$ cat config.mk
export PLATFORM = sky130hd
export DESIGN_NAME = memory
export DESIGN_NICKNAME = d
export VERILOG_FILES = /design/src/rtl/memory.sv
export SDC_FILE = /design/constraint.sdc
export NUM_CORES = 1
export LEC_CHECK = 0
export CAP_MARGIN = 20
export CORE_MARGIN = 2
export CORE_UTILIZATION = 45
export DETAILED_ROUTE_END_ITERATION = 7
export DONT_BUFFER_PORTS = 1
export GPL_TIMING_DRIVEN = 0
export RECOVER_POWER = 100
export SYNTH_ARGS = -nofsm -noshare
export SYNTH_HDL_FRONTEND = slang
export SYNTH_SLANG_ARGS = --single-unit
$ cat constraint.sdc
create_clock -name clk -period 1.8 [get_ports clk]
set_clock_uncertainty 0.15 [all_clocks]
set_input_delay 0.36 -clock clk [delete_from_list [all_inputs] [get_ports clk]]
set_output_delay 0.36 -clock clk [all_outputs]
set_load 0.1 [all_outputs]
$ cat src/rtl/memory.sv
// memory: single-clock simple dual-port RAM with a registered read port.
//   One write port and one read port with independent addresses. The read
//   data is registered, so it appears one cycle after the request. A read
//   and a write to the same valid address in one cycle return the new data
//   (write-first). Out-of-range addresses are ignored on write and read
//   back as zero. The reset is synchronous and clears the storage and the
//   output register.
//
// Ports:
//   clk        system clock, rising edge
//   rst        synchronous reset, active high, overrides both ports
//   write_flag write enable
//   data_in    write data            [DATA_W]
//   addr_w     write address         [ADDR_SIZE]
//   read_flag  read enable
//   addr_r     read address          [ADDR_SIZE]
//   data_out   registered read data  [DATA_W]
module memory #(
  parameter int MEM_SIZE = 6,
  parameter int DATA_W   = 10,
  localparam int ADDR_SIZE = $clog2(MEM_SIZE)
) (
  input  logic                 clk,
  input  logic                 rst,
  input  logic                 write_flag,
  input  logic [DATA_W-1:0]    data_in,
  input  logic [ADDR_SIZE-1:0] addr_w,
  input  logic                 read_flag,
  input  logic [ADDR_SIZE-1:0] addr_r,
  output logic [DATA_W-1:0]    data_out
);

  logic [MEM_SIZE-1:0][DATA_W-1:0] mem_q, mem_d;
  logic [DATA_W-1:0]               data_out_q, data_out_d;
  logic [DATA_W-1:0]               rd_word;
  logic                            rd_hit;

  // Addresses are decoded by comparing against every word index, so an
  // address at or beyond MEM_SIZE simply matches nothing: writes there are
  // dropped and reads there see no hit (zero), without any array index
  // ever going out of range.
  always_comb begin
    mem_d   = mem_q;
    rd_word = '0;
    rd_hit  = 1'b0;
    for (int i = 0; i < MEM_SIZE; i++) begin
      if (write_flag && addr_w == ADDR_SIZE'(i)) mem_d[i] = data_in;
      if (addr_r == ADDR_SIZE'(i)) begin
        rd_word = mem_q[i];
        rd_hit  = 1'b1;
      end
    end
  end

  // Write-first bypass only applies when the shared address is valid;
  // an out-of-range collision still reads zero.
  always_comb begin
    data_out_d = data_out_q;
    if (read_flag) begin
      if (!rd_hit)                              data_out_d = '0;
      else if (write_flag && addr_w == addr_r)  data_out_d = data_in;
      else                                      data_out_d = rd_word;
    end
  end

  always_ff @(posedge clk) begin
    if (rst) begin
      mem_q      <= '0;
      data_out_q <= '0;
    end else begin
      mem_q      <= mem_d;
      data_out_q <= data_out_d;
    end
  end

  assign data_out = data_out_q;

endmodule

==> Word-level counts from Yosys, hierarchy flattened <==
Cells that the tools add are included.
Widths: inputs -> output; s select.
{ "word_totals": {"register_bits": 70, "out_inout_bits": 10} }
{ "classes": {"n_eq_ne": 11, "n_mux": 14, "reduce_logical": 9} }
{ "op_table": {"columns": ["operator", "n"], "rows": [
  ["$mux 10", 8],
  ["$eq 3x2->1 const B", 4],
  ["$eq 3x3->1 const B", 4],
  ["$logic_and 1x1->1", 7],
  ["$eq 3x1->1 const B", 2],
  ["$logic_not 3->1", 2],
  ["$mux 1", 6],
  ["$eq 3x3->1", 1]
]} }

==> Depth between registers and ports, before layout <==
{ "logic_depth": {"word_depth": 9, "depth_mapped": 8, "depth_no_buf": 5} }

==> Worst setup path before layout <==
Ideal clock, no wire load.
{ "synth_timing": {"kind": "flip-flop to flip-flop", "start": "register data_out[2] (netlist name)", "end": "register data_out_q[2] (netlist: data_out[2])", "setup_ns": 0.064, "arrival_time_ns": 1.527, "required_time_ns": 1.586, "slack_ns": 0.059, "path_stages_with_launch": 6, "path_cell_list": "dfxtp_1 -> nand2b_1 -> o21ai_0 -> a31oi_1 -> a32o_1 -> nor2_1"} }
{ "synth_lines": {"columns": ["item", "line_no", "rtl"], "rows": [
  ["to (signal assigned)", "72", "data_out_q <= data_out_d;"],
  ["to (decl)", "34", "logic [DATA_W-1:0] data_out_q, data_out_d;"]
]} }

==> Worst setup path after layout <==
{ "layout_timing": {"start": "input addr_r[2]", "end": "register data_out_q[8] (netlist: data_out[8])"} }
{ "layout_via": {"elab_chain_len": 9} }
{ "layout_lines": {"columns": ["item", "line_no", "rtl"], "rows": [
  ["from (decl)", "29", "input logic [ADDR_SIZE-1:0] addr_r,"],
  ["$logic_not 3->1", "48", "if (addr_r == ADDR_SIZE'(i)) begin"],
  ["$mux 10 (6 in series)", "48", null],
  ["$mux 10", "61", "else if (write_flag && addr_w == addr_r) data_out_d = data_in;"],
  ["$mux 10 (*)", "60", "if (!rd_hit) data_out_d = '0;"]
]} }
Every way passes the cells marked *; elsewhere a longest branch is shown, timed or not.
A chain may end at the register's enable or synchronous reset.

==> impl_results.md <==
* Placed Instances at 468
* Post-synthesis sequential area ratio at 44.85%
* Largest net degree at the start of global routing at 12
* Crit path capture type: register
* Clock tree buffer depth at 2
* Final Hold Viols at 5
* Cell Rows at 30
* Max-cap viol count at 0
* Startpoint Class: primary input
* Max-slew violation count at 0
* Number of inserted diodes at 0
* Clk pin slew, worst setup/hold paths at 0.07 ns
* First-pass GRT wire length at 13.92 mm
* Rel. slew slack at 50.04%
* Skew-Pair Late Insertion Delay at 0.34 ns
* Post-Synth Adder-Cell Area at 0%
* Routed wl met3 at 671 um
* Min-delay worst type: primary input to register
* Post-Synth XOR/XNOR Area at 0.8410%
* Crit path arrival time at 1.60 ns
* DR vias at 2742
* Drt pass-1 iters at 5
* Share of the synthesized area in the top cell type at 44.85%
* Final setup viols at 0
* Post-synthesis mux area share at 9.531%
* Vias per std cell at 5.528
* Crit path max fanout at 10
* CP Class: primary input to register
* DRT iter0 DRCs at 115
* Gpl congestion at 0.8113
* Async S/R FF share, synth at 0%
* TritonCTS clock tree: built
* Global Route Usage Sum at 24.39%
* Pleak at 1.224 nW
* Root Buffer: clkbuf_8
* Synthesis-stage register bit count at 70
* Synthesized Nets at 408
* Top post-synthesis cells by area: dfxtp_1 45%, nand2_1 16%, a21oi_1 9.9%
* Post-route DRC violation count at 0
* Actual slew at the worst max-slew pin at 0.7453 ns
* Die height at 87.33 um
* Final Non-Filler Cells at 496
* Share of cells above drive strength 1 at 10.82%
* Core area at 0.006756 mm^2
* Max VDD drop at 338.1 uV
* Top Ports at 30
* Sequential cell area at 0.001414 mm^2
* Largest family of logic cells by synthesized area: simple AND/OR/NAND/NOR gates
* Violated checks: hold timing
* Yosys cell types at 34
* Number of fill cells at 642
* Setup ws final at 0.2569 ns
* Final HPWL DP at 5.612 mm
* WP data required at 1.86 ns
* Mean Syn Cell Area at 8.052 um^2
* Complex-gate fraction of the synthesized area at 17.34%
* Final ANT Viol Nets at 0
* Wire per inst at 17.65 um
* Power Dens Cells at 926.2 mW/mm^2
* Pre-CTS setup slack at -0.06683 ns
* Number of flops mapped to enable cells by yosys at 0
* Fin crit period at 1.543 ns
* Starting Density at 46.24%
* Syn Inst Count at 388
* Synth Cell Area at 0.003124 mm^2
* Ys Warns at 0
* Top Metal Used: met4
* Met2 WL at 4.032 mm
* Wirelength, routed at 8.755 mm
* Met1 WL at 3.970 mm
* Fmax at 0.6480 GHz
* Final net count at 431
* Area Growth Syn to Fin at 14.26%
* Num CTS Buffers at 9
* RSZ-0062 raised after global routing: no
* Die Area at 0.007626 mm^2
* Number of H-tree levels at 3
* Post-layout util at 52.83%
* Num Clock Sinks at 70
* Post-synth top area cell: dfxtp_1
* Initial antenna violation count at 0
* GR Overflow Total at 0
* Outcome: finished with violations
* Prevailing post-synth register cell: dfxtp_1
* Vias in the first global route at 2559
* IO Port Bufs at 0
* Final hold slack at -0.006602 ns
* Die Span X at 87.33 um
* Post-Synth Simple-Gate Area at 21.63%
* Area of the multi-input gates at 0.001541 mm^2
* Final Cycle Share at 85.73%
[path summary, 6_finish.rpt]
kind          startpoint          end  slack, ns  depth (start not counted)
max reg2reg  data_out[2]  data_out[2]       0.26                          5
min           data_in[5]    mem_q[45]     -0.007                          2
min reg2reg     mem_q[6]     mem_q[6]       0.31                          2
max            addr_r[2]  data_out[8]       0.26                          6
[final cells by class]
class                           instances  area share (%)
Timing Repair Buffer                   12           3.365
Clock buffer                           12           4.066
Buffer                                 26           4.171
Tap cell                               80           2.804
Sequential cell                        70           39.61
Inverter                                8          0.8412
Multi-Input combinational cell        284           43.18
Clock inverter                          4           1.963
[power breakdown]
group	total, mW	switching, mW	internal (mW)
sequential	1.64	0.0542	1.58
clock	1.39	0.579	0.815
combinational	0.276	0.170	0.106
[cell usage in the layout, fill, tap and decap left out, types with 4 or more instances in the layout]
| master | Yosys | routed |
|---|---|---|
| buf_2 | 12 | 8 |
| dfxtp_1 | 70 | 60 |
| inv_1 | 8 | 8 |
| clkbuf_8 | 0 | 10 |
| dlygate4sd3_1 | 0 | 12 |
| mux4_1 | 5 | 5 |
| nand3_1 | 6 | 6 |
| nor2_1 | 6 | 6 |
| a31oi_1 | 4 | 4 |
| o21ai_0 | 13 | 18 |
| o221ai_1 | 8 | 8 |
| clkbuf_1 | 8 | 13 |
| nand2b_1 | 7 | 7 |
| a21oi_1 | 62 | 62 |
| nand2_1 | 133 | 133 |
| dfxtp_2 | 0 | 10 |
| mux2i_1 | 11 | 11 |
[sequential cells by signal, summed over array words and instances (netlist names)]
register,count
mem_q,60
data_out,10
[synthesized netlist by cell type, types with 3 or more instances]
cell type    n
a21oi_1     62
clkbuf_1     8
a31oi_1      4
buf_2       12
nand3_1      6
o21ai_1      7
xnor2_1      3
nor2b_1      3
o221ai_1     8
mux2i_1     11
dfxtp_1     70
nand2_1    133
nor2_1       6
nand2b_1     7
mux4_1       5
o21ai_0     13
inv_1        8
[kinds of logic after synthesis]
family	Yosys count
xor+xnor	3
mux	19
flops	70
compound gates	98
simple gates	164
buf+inv	34
[worst max-delay path, cell delays in order]
cell,delay (ns)
buf_2,0.18
clkbuf_1,0.43
nand3b_1,0.18
o221ai_1,0.11
a31oi_1,0.23
a21oi_1,0.10
[layer usage]
layer	GRT usage (%)	vias up
met5	0	-
met4	6.434	0
met3	4.360	10
met2	38.02	90
met1	34.81	1276
li1	-	1366
[stage by stage]
step	power (mW)	area, um^2	setup TNS (ns)	hold slack (ns)
after floorplan	1.848	3124	0	0.2815
after global placement	1.908	3224	-0.1119	0.2880
after detailed placement	1.912	3224	-0.1281	0.2945
after CTS	3.313	3562	0	0.0001636
after global routing	3.419	3570	0	0.003500
final	3.306	3570	0	-0.006602
[repair_timing]
item                                   4_1_cts  5_1_grt
setup buffers                                0        0
setup endpoints to repair                   12        0
hold buffers                                11        1
resized for setup                           10        0
endpoints found under the hold margin       35        1
Note: power is estimated with default switching activity, not from simulation.
